$ cat src/rtl/mem_wait_pkg.sv
// rtl/mem_wait_pkg.sv - shared types and default widths for the memory wait controller
package mem_wait_pkg;

  typedef enum logic [1:0] {
    IDLE = 2'd0,
    BUSY = 2'd1,
    DONE = 2'd2
  } state_t;

  localparam int ADDR_W_DEF  = 16;
  localparam int DATA_W_DEF  = 16;
  localparam int TIMEOUT_DEF = 64;
  localparam int CNT_W_DEF   = 16;

endpackage

$ cat src/rtl/sat_counter.sv
// rtl/sat_counter.sv - saturating up-counter, holds at all-ones
module sat_counter #(
  parameter int W = 16
) (
  input  logic         clk,
  input  logic         rst,
  input  logic         inc,
  output logic [W-1:0] value
);

  logic [W-1:0] value_q;

  always_ff @(posedge clk or posedge rst) begin
    if (rst) begin
      value_q <= '0;
    end else if (inc && (value_q != '1)) begin
      value_q <= value_q + W'(1);
    end
  end

  assign value = value_q;

endmodule

$ cat src/rtl/mem_wait_ctrl.sv
// rtl/mem_wait_ctrl.sv - stalls a pipeline access across a multi-cycle memory req/ready handshake
module mem_wait_ctrl
  import mem_wait_pkg::*;
#(
  parameter int ADDR_W  = ADDR_W_DEF,
  parameter int DATA_W  = DATA_W_DEF,
  parameter int TIMEOUT = TIMEOUT_DEF,
  parameter int CNT_W   = CNT_W_DEF
) (
  input  logic              clk,
  input  logic              rst,
  input  logic              access_req,
  input  logic              access_we,
  input  logic [ADDR_W-1:0] access_addr,
  input  logic [DATA_W-1:0] access_wdata,
  output logic              stall,
  output logic [DATA_W-1:0] rdata,
  output logic              mem_req,
  output logic              mem_we,
  output logic [ADDR_W-1:0] mem_addr,
  output logic [DATA_W-1:0] mem_wdata,
  input  logic              mem_ready,
  input  logic [DATA_W-1:0] mem_rdata,
  output logic              timeout_err,
  output logic [CNT_W-1:0]  stall_cycles
);

  localparam int WCNT_W = $clog2(TIMEOUT);
  localparam logic [WCNT_W-1:0] WAIT_LIMIT = WCNT_W'(TIMEOUT - 1);

  state_t              state_q, state_d;
  logic                mem_we_q, mem_we_d;
  logic [ADDR_W-1:0]   mem_addr_q, mem_addr_d;
  logic [DATA_W-1:0]   mem_wdata_q, mem_wdata_d;
  logic [DATA_W-1:0]   rdata_q, rdata_d;
  logic [WCNT_W-1:0]   wait_cnt_q, wait_cnt_d;
  logic                timeout_err_q, timeout_err_d;

  always_ff @(posedge clk or posedge rst) begin
    if (rst) begin
      state_q       <= IDLE;
      mem_we_q      <= 1'b0;
      mem_addr_q    <= '0;
      mem_wdata_q   <= '0;
      rdata_q       <= '0;
      wait_cnt_q    <= '0;
      timeout_err_q <= 1'b0;
    end else begin
      state_q       <= state_d;
      mem_we_q      <= mem_we_d;
      mem_addr_q    <= mem_addr_d;
      mem_wdata_q   <= mem_wdata_d;
      rdata_q       <= rdata_d;
      wait_cnt_q    <= wait_cnt_d;
      timeout_err_q <= timeout_err_d;
    end
  end

  always_comb begin
    state_d       = state_q;
    mem_we_d      = mem_we_q;
    mem_addr_d    = mem_addr_q;
    mem_wdata_d   = mem_wdata_q;
    rdata_d       = rdata_q;
    wait_cnt_d    = wait_cnt_q;
    timeout_err_d = timeout_err_q;
    unique case (state_q)
      IDLE: begin
        if (access_req) begin
          state_d     = BUSY;
          mem_we_d    = access_we;
          mem_addr_d  = access_addr;
          mem_wdata_d = access_wdata;
          wait_cnt_d  = '0;
        end
      end
      BUSY: begin
        // ready takes priority over a timeout landing in the same cycle
        if (mem_ready) begin
          state_d = DONE;
          if (!mem_we_q) rdata_d = mem_rdata;
        end else if (wait_cnt_q == WAIT_LIMIT) begin
          state_d       = DONE;
          timeout_err_d = 1'b1;
          rdata_d       = '0;
        end else begin
          wait_cnt_d = wait_cnt_q + WCNT_W'(1);
        end
      end
      DONE:    state_d = IDLE;
      default: state_d = IDLE;
    endcase
  end

  assign stall       = ((state_q == IDLE) && access_req) || (state_q == BUSY);
  assign mem_req     = (state_q == BUSY);
  assign mem_we      = mem_we_q;
  assign mem_addr    = mem_addr_q;
  assign mem_wdata   = mem_wdata_q;
  assign rdata       = rdata_q;
  assign timeout_err = timeout_err_q;

  sat_counter #(.W(CNT_W)) u_stall_cnt (
    .clk   (clk),
    .rst   (rst),
    .inc   (stall),
    .value (stall_cycles)
  );

endmodule

$ cat config.mk
export PLATFORM = sky130hd
export DESIGN_NAME = mem_wait_ctrl
export DESIGN_NICKNAME = d
export VERILOG_FILES = /design/src/rtl/mem_wait_pkg.sv /design/src/rtl/sat_counter.sv /design/src/rtl/mem_wait_ctrl.sv
export SDC_FILE = /design/constraint.sdc
export NUM_CORES = 1
export LEC_CHECK = 0
export ABC_AREA = 1
export BUFFER_PORTS_ARGS = -buffer_cell sky130_fd_sc_hd__buf_2
export CORE_MARGIN = 10
export CORE_UTILIZATION = 40
export CTS_CLUSTER_SIZE = 40
export DETAILED_ROUTE_END_ITERATION = 10
export HOLD_SLACK_MARGIN = 0.05
export PLACE_DENSITY_LB_ADDON = 0.15
export SLEW_MARGIN = 20
export SYNTH_ARGS = -nofsm -noshare
export SYNTH_HDL_FRONTEND = slang
export SYNTH_SLANG_ARGS = --single-unit
$ cat constraint.sdc
create_clock -name clk -period 3 [get_ports clk]
set_input_delay 0.3 -clock clk [delete_from_list [all_inputs] [get_ports clk]]
set_output_delay 0.3 -clock clk [all_outputs]
set_load 0.005 [all_outputs]
* Word level (Yosys, flattened, before mapping)
Cells that the tools add are included.
** Word-level totals
- Word-level logic and storage cells :: 41
- Input bits :: 53
- Output and inout bits :: 68
- Flip-flop bits (word level) :: 74
** Operators by class
- Eq/ne operators :: 8
- $add $sub $neg :: 2
- Reduce and logical (&&, ||, !) cells :: 11
- Bitwise operators :: 1
- Multiplexer cells :: 11
** Operator list (number)
- $mux W16 :: 3
- $mux W6 :: 3
- $add A16 B1 Y16 const B :: 1
- $ne A16 B16 Y1 const B :: 1
- $pmux W6 S2 :: 1
- $ne A2 B2 Y1 const B :: 4
- $add A6 B1 Y6 const B :: 1
- $eq A6 B6 Y1 const B :: 1
- $mux W2 :: 3
- $reduce_and A3 Y1 :: 2
- $pmux W2 S2 :: 1
- $reduce_and A2 Y1 :: 2
- $reduce_and A4 Y1 :: 1
- $reduce_bool A2 Y1 :: 2
- $ne A3 B1 Y1 const B :: 1
- $eq A2 B1 Y1 const B :: 1
- $logic_and A1 B1 Y1 :: 2
- $logic_not A2 Y1 :: 1
- $logic_or A1 B1 Y1 :: 1
- $not A1 Y1 :: 1

* Logic depth before layout (Yosys ltp)
Gate-level depths: netlist of run 1.
- Depth in word-level cells :: 4
- Gate-level depth with buffers :: 9
- Gate-level depth less buffers :: 9

* Modules after synthesis
Synthesis of run 1 repeated with hierarchy kept, for this count alone.
** Unflattened totals
- Cells, all modules :: 427
- Area total of the unflattened synthesis :: 3420.8 um^2
** Modules (own cells, without submodules)
- mem_wait_ctrl :: area an instance 2351.0 um^2, instances 1, cells each 277, seq. area each 1451.4 um^2
- sat_counter :: area an instance 1069.8 um^2, instances 1, cells each 150, seq. area each 400.4 um^2

* Least setup slack after synthesis of run 1
OpenSTA, ideal clock, no wires.
- Path kind :: register to register
- Start point :: reg u_stall_cnt.value_q[0] (netlist: u_stall_cnt.value[0])
- End point :: reg u_stall_cnt.value_q[13] (netlist: u_stall_cnt.value[13])
- Path slack :: 1435 ps
- Data required time :: 2884 ps
- Period minus slack after synthesis :: 1565 ps
- Buffers on the path :: 1
- Arrival time :: 1448 ps
- Stages on the path, launching flop included :: 10
- Library setup time :: 116 ps
- Path through :: dfrtp_1 ha_1 nand3_1 inv_1 nand2_2 nor2_1 nor2_4 buf_4 nand2_1 nand2_1
** On the way
- Cells in the longest elaborated chain, start to end :: 2
- Elaborated cells between the ends (all ways) :: 3
- Those cells by class :: add/sub (1); eq/ne (1); reduce/logical (1)
** RTL lines
- start, declared :: RTL line sat_counter.sv:11 : logic [W-1:0] value_q;
- start signal, assigned :: RTL line sat_counter.sv:17 : value_q <= value_q + W'(1);
- branches (longest 2 deep; another with $add A16 B1 Y16)
Several ways; the timed one is not identified.
A chain may end at the register's enable or synchronous reset.

* Worst setup path after layout of run 1
- Start point :: reg u_stall_cnt.value_q[0] (netlist: u_stall_cnt.value[0])
- End point :: reg u_stall_cnt.value_q[2] (netlist: u_stall_cnt.value[2])
The elaborated chain is that of the path after synthesis.

==> flow_summary_export.csv, run 1 <==
group,metric,value,unit
global_routing,grtUsageMet2,21.41,%
worst_setup_path,worst_setup_path_start_kind,"flop",
global_routing,met3_usage,6.237,%
worst_hold_path,holdPathStages,3,
placed_design,placement.cell_area,0.004194,sq mm
synthesis,ys_seq_elements,74,
cells_and_area,design_area,0.004420,sq mm
drt,detailedRoute.firstIterationViolations,171,
power,worst_ir_drop_vdd,0.3718,mV
global_routing,vias_in_the_first_global_route,3181,
drt,wl_per_cell,13.05,microns
timing,hold_slack,147.5,ps
timing,finalWorstSetupSlack,1163,ps
global_routing,grt_start_max_net_pins,75,
die,design.core.area,0.008678,sq mm
drt,viasPerCell,4.549,
die,fp.dieArea,0.01302,sq mm
global_routing,wire_length_of_the_first_global_routing_pass,15.32,mm
synthesis,yosys_warnings,0,
die,start_util,40.83,%
worst_setup_path,timing.critical_path.to_type,"flop",
worst_setup_path,max_stage_delay,470,ps
worst_hold_path,min-delay-start,"access_wdata[1]",
worst_setup_path,crit_path_cell_trace,"ha_1 -> nand3_1 -> inv_1 -> nand2_2 -> o21ai_2 -> o21ai_0",
global_routing,globalRoute.busiestLayer,"met2",
timing,finalHoldViolCount,0,
placed_design,hpwl,6.394,mm
power,power_frac_seq,42.1,%
die,core.rowCount,34,
placed_design,port_buffers,120,
timing,slew-limit-headroom,38.42,%
clock_tree,tritoncts.num_buffers,9,
drt,vias,3057,
power,switching_share,35.75,%
clock_tree,cts_root_buf,"clkbuf_8",
timing,period_needed,1837,ps
power,cellPowerDensity,855.6,mW/mm^2
timing,final_setup_violating_endpoints,0,
cells_and_area,syn2layout_area_growth,24.75,%
cells_and_area,fillers,879,
worst_setup_path,number_of_cells_on_the_worst_reg_to_reg_path,6,
run_status,outcome,"finished clean",
synthesis,syn_area_per_cell,8.035,sq um
timing,final.setup_skew,9.747,ps
worst_setup_path,path_class,"reg -> reg",
global_routing,grt_overflow_total,0,
power,total_leakage_power,2.524,nW
timing,timing_max_transition_violations_final,0,
worst_setup_path,timing.critical_path.slowest_stage_cell,"o21ai_2",
worst_setup_path,r2r-start,"u_stall_cnt.value[0]",
cells_and_area,drive_gt1_share,29.96,%
worst_hold_path,hold_path_class,"in -> reg",
synthesis,yosys.cell_types.count,27,
timing,fin_crit_sh,61.22,%
clock_tree,postCtsSetupBuffers,0,
worst_setup_path,regToRegEndpoint,"u_stall_cnt.value[2]",
placed_design,pre_cts_ws,1160,ps
clock_tree,worst_skew_pair.late_latency,340,ps
power,power_report.internal_total,2.430,mW
clock_tree,clk_pin_slew_worst_paths,80,ps
global_routing,grt_util_met1,17.30,%
clock_tree,cts-root-to-sink-buffers,2,
power,clkPwrFrac,22.8,%
global_routing,grtUsageTotal,14.09,%
drt,drt_pass1_iterations,4,
synthesis,netlist_area_before_placement,0.003543,sq mm
synthesis,synthCells,441,
clock_tree,clkSinkCount,74,
timing,rsz_0062_raised_after_global_routing,"no",
timing,finalSetupTns,0,ps
cells_and_area,num_antenna_cells,0,
cells_and_area,layout.area.seq,0.001852,sq mm
synthesis,net_count_after_synthesis,496,
clock_tree,clock_tree_from_tritoncts,"done",
global_routing,grt_antenna_before_repair,0,
placed_design,gp_routability_congestion,0.7776,
clock_tree,cts-resized-gates,0,
power,power.net_switching,1.352,mW
worst_hold_path,min_to,"mem_wdata[1]",
flow_run,maxCapViolCount,0,
cells_and_area,multiInputGateArea,0.001468,sq mm
clock_tree,cts_max_level,3,
worst_setup_path,worstPathMaxFanout,14,
die,die_w,114.1,microns
worst_setup_path,critPathArrivalTime,2030,ps
drt,wirelength,8.769,mm
die,number_of_ports_placed_on_the_die_boundary,121,
drt,drcViolationCount,0,
drt,final_antenna_net_count,0,
timing,max_slew.worst_pin.slew,918.1,ps
die,die-height,114.1,microns
clock_tree,cts.hold.buffers_added,0,
cells_and_area,num-nets-final,615,
synthesis,yosysSeqAreaShare,52.26,%
timing,fmax,544.5,MHz
worst_setup_path,critPathRequiredTime,3190,ps
power,p_comb_share,35.1,%
worst_setup_path,worst_reg_to_reg_setup_slack,1160,ps
sequential cells by signal, summed over array words and instances, names as in the netlist:
name	cells
mem_addr	16
mem_wdata	16
mem_we	1
rdata	16
state_q	2
timeout_err	1
u_stall_cnt.value	16
wait_cnt_q	6
through the flow:
step / total power, mW / util (%) / cells
global placement: 2.949 / 48.33 / 657
finish: 3.782 / 50.94 / 672
global route: 4.148 / 50.94 / 672
floorplan: 2.407 / - / 441
CTS: 3.868 / 50.94 / 672
detailed placement: 2.984 / 48.33 / 657
power by group through the flow:
stage	clock network [mW]	logic (mW)	registers, mW
2_1_floorplan	0	0.776	1.63
3_3_place_gp	0	1.35	1.60
3_5_place_dp	0	1.38	1.61
4_1_cts	0.893	1.38	1.60
5_1_grt	0.947	1.55	1.65
6_report	0.861	1.33	1.59
layout by cell type, fill, tap and decap left out:
master      synthesis  routed
nand3_1            24      24
o21ai_2             1       1
o21ai_0            15      15
nand4_4             1       1
clkinv_1            0       1
inv_1              32      30
or2_1               1       1
clkbuf_8            0      11
nand2_1           211     211
nand2_8             1       1
buf_2               4     120
xor2_1              2       2
nor3_1              1       1
nand2_4             2       2
ha_1                2       2
dfrtp_1            74      74
nand2_2            20      20
nor2_4              3       3
inv_2               1       2
nand3_2             1       1
bufinv_16           0       2
nand3b_1            1       1
buf_4               1       2
nor2_1             21      21
clkinvlp_4          0       2
nand4_1             5       5
or2_2               1       1
xnor2_1             7       7
worst max-delay path by stage:
stage                           endpoint                 start  slack [ps]
floorplan                    mem_addr[0]                   rst         820
global placement    u_stall_cnt.value[6]  u_stall_cnt.value[0]        1230
detailed placement  u_stall_cnt.value[2]  u_stall_cnt.value[0]        1160
CTS                 u_stall_cnt.value[2]  u_stall_cnt.value[0]        1140
global route                 mem_addr[1]            state_q[1]         840
finish              u_stall_cnt.value[2]  u_stall_cnt.value[0]        1160
Yosys cell counts (all sizes together):
cell    count  area, sq um
xor2        2        17.52
nor3        1        5.000
nand2     234        959.7
ha          2        25.02
nand3      25        130.1
inv        33        123.9
buf         9        81.33
o21ai      16        83.83
nand3b      1        7.510
nand4       6        52.55
clkbuf      5        18.77
or2         2        12.52
nor2       24        112.6
dfrtp      74         1852
xnor2       7        61.31
kinds of logic after synthesis:
family	synth area share (%)
AOI/OAI and AO/OA	2.366
xor gates and xnor gates	2.225
adders and majority gates	0.7061
buffers and inverters	6.321
DFF	52.26
and+or+nand+nor	36.12
metal layers:
layer	part of all wire, %	up-vias
met5	0	-
met3	9.5	9
met1	44	1382
met2	45	82
met4	1.1	0
li1	-	1584
critical path: cells and delay by family (launching register included):
family                   cells  cell delay (ps)
AO/OA/AOI/OAI                2              630
adder cells (fa/ha/maj)      1              270
buffers and inverters        1              100
flip-flops                   1              450
AND/OR/NAND/NOR              2              240
layout make-up:
class | instances | area share (%)
multi-input cells | 320 | 33.20
inverters | 33 | 2.802
flip-flops and latches | 74 | 41.89
clock buffers | 11 | 3.425
clock inverters | 4 | 1.698
repair buffers | 122 | 13.93
well taps | 108 | 3.057
No activity file was read; power rests on OpenSTA's default activity.
==> run 2, diff against run 1 <==
==> constraint.sdc (replaced) <==
create_clock -name clk -period 1.75 [get_ports clk]
set_input_delay 0.175 -clock clk [delete_from_list [all_inputs] [get_ports clk]]
set_output_delay 0.175 -clock clk [all_outputs]
set_load 0.005 [all_outputs]
==> run 2 against run 1 <==
Net effect:
- flip-flop and latch count is the same
- non-clock buffer count grew 45
- via count grew 7.0%
- largest power group unchanged
- power grew 79%
- maximum frequency grew 15%
==> flow_summary_export.csv, run 2 (synthesized netlist as in run 1, its figures left out) <==
group,metric,value,unit
run_status,outcome,"finished clean",
timing,period_needed,1598,ps
die,die-height,114.1,microns
drt,viasPerCell,4.556,
cells_and_area,layout.area.seq,0.001852,sq mm
timing,slew-limit-headroom,73.88,%
timing,finalSetupTns,0,ps
global_routing,grt_start_max_net_pins,75,
drt,vias,3271,
power,cellPowerDensity,1382,mW/mm^2
global_routing,wire_length_of_the_first_global_routing_pass,16.10,mm
die,core.rowCount,34,
clock_tree,cts_max_level,3,
timing,max_slew.worst_pin.slew,391.8,ps
worst_hold_path,hold_path_class,"in -> reg",
clock_tree,clock_tree_from_tritoncts,"done",
cells_and_area,syn2layout_area_growth,37.89,%
power,worst_ir_drop_vdd,0.6680,mV
cells_and_area,final_common_cell,"nand2_1",
die,die_w,114.1,microns
drt,route.met3.wl,724,microns
clock_tree,clkSinkCount,74,
timing,final_setup_violating_endpoints,0,
timing,final.setup_skew,10.24,ps
drt,dr_wl_met2,4.585,mm
worst_setup_path,timing.critical_path.to_type,"flop",
worst_setup_path,path_class,"reg -> reg",
worst_setup_path,worst_reg_to_reg_setup_slack,150,ps
drt,wirelength,9.621,mm
cells_and_area,fillers,810,
timing,fin_crit_sh,91.34,%
global_routing,vias_in_the_first_global_route,3321,
worst_setup_path,timing.critical_path.slowest_stage_cell,"dfrtp_1",
drt,drt-met1-wl,4.205,mm
drt,drt_pass1_iterations,4,
cells_and_area,finalNonFillerCells,718,
clock_tree,worst_skew_pair.late_latency,340,ps
cells_and_area,num_antenna_cells,0,
placed_design,gp_routability_congestion,0.8082,
worst_hold_path,min-delay-start,"mem_rdata[11]",
die,number_of_ports_placed_on_the_die_boundary,121,
worst_setup_path,crit_path_cell_trace,"ha_2 -> nand3_1 -> inv_1 -> nand2_2 -> o21ai_2 -> buf_6 -> nand2_1 -> o21ai_0",
flow_run,maxCapViolCount,0,
worst_setup_path,r2r-start,"u_stall_cnt.value[1]",
placed_design,placed_cells,664,
power,total_leakage_power,2.741,nW
timing,finalHoldViolCount,0,
worst_setup_path,max_stage_delay,390,ps
timing,timing_max_transition_violations_final,0,
clock_tree,clk_pin_slew_worst_paths,70,ps
drt,drcViolationCount,0,
worst_setup_path,critPathArrivalTime,1860,ps
drt,detailedRoute.firstIterationViolations,174,
clock_tree,cts_root_buf,"clkbuf_8",
global_routing,grtUsageTotal,14.94,%
die,fp.dieArea,0.01302,sq mm
drt,final_antenna_net_count,0,
global_routing,grt_antenna_before_repair,0,
placed_design,hpwl,6.719,mm
drt,top_signal_layer_used,"met4",
clock_tree,tritoncts.num_buffers,9,
worst_setup_path,worst_setup_path_start_kind,"flop",
drt,wl_per_cell,13.40,microns
worst_setup_path,crit_path_launch,"u_stall_cnt.value[1]",
global_routing,grt_overflow_total,0,
cells_and_area,mostFrequentLayoutCells,"nand2_1 (211), buf_2 (120), dfrtp_1 (74), dlygate4sd3_1 (34), inv_1 (31)",
cells_and_area,multiInputGateArea,0.001473,sq mm
cells_and_area,drive_gt1_share,30.00,%
worst_setup_path,critical_path.top_delay_family,"flip-flops",
cells_and_area,num-nets-final,660,
die,design.core.area,0.008678,sq mm
worst_setup_path,crit_buf_inv,2,
die,start_util,40.83,%
worst_setup_path,critPathRequiredTime,2010,ps
clock_tree,cts-root-to-sink-buffers,2,
worst_setup_path,worstPathMaxFanout,11,
timing,fmax,625.6,MHz
placed_design,port_buffers,120,
## run 2: changes by cell type in the layout (fill, tap and decap cells not counted), sizes merged
cell | before | now
dlygate4sd3 | 0 | 34
clkinv | 1 | 2
buf | 122 | 133
## run 2: worst min-delay path, delay by kind of cell
family                 cells  cell delay (ps)
buffers and inverters      2              120
AND/OR/NAND/NOR            3              120
## run 2: power breakdown
part	total [mW]	internal, mW	switching (mW)
combinational	2.53	1.13	1.40
sequential	2.74	2.35	0.395
clock	1.48	0.838	0.642
## run 2: final timing paths
kind                                        endpoint  cells past startpoint
max in group asynchronous                  rdata[11]                      4
min in group asynchronous       u_stall_cnt.value[0]                      4
worst max-delay path            u_stall_cnt.value[6]                      8
worst max register to register  u_stall_cnt.value[6]                      8
worst min-delay path                       rdata[11]                      5
worst min register to register           timeout_err                      2
## run 2: metal layers
metal,global-route usage (%),vias up
met5,0,-
met4,4.511,0
met3,5.870,10
met2,23.73,68
met1,18.30,1517
li1,-,1676
## run 2: metrics by stage
| step | hold slack [ps] | utilization, % | worst slack (ps) | area, sq um | power (mW) |
|---|---|---|---|---|---|
| floorplan | 284.6 | - | 185.1 | 3547 | 4.127 |
| global placement | 321.1 | 49.12 | 145.8 | 4263 | 5.125 |
| detailed placement | 329.3 | 49.12 | 111.5 | 4263 | 5.191 |
| CTS | 103.6 | 55.57 | 94.44 | 4822 | 6.748 |
| global route | 121.1 | 56.30 | -11.31 | 4886 | 7.324 |
| finish | 117.1 | 56.30 | 151.6 | 4886 | 6.752 |
## run 2: cell type report
cell class,count,share of cell area (%)
clock buffers,11,2.894
clock inverters,5,1.588
inverters,33,2.612
multi-input cells,320,30.14
flip-flops and latches,74,37.90
well taps,108,2.766
repair buffers,167,22.10
## run 2: timing repair
action,CTS,global route
setup endpoints to repair,0,34
endpoints found under the hold margin,107,0
setup buffers,0,4
gates resized for setup,0,5
hold buffers,34,0
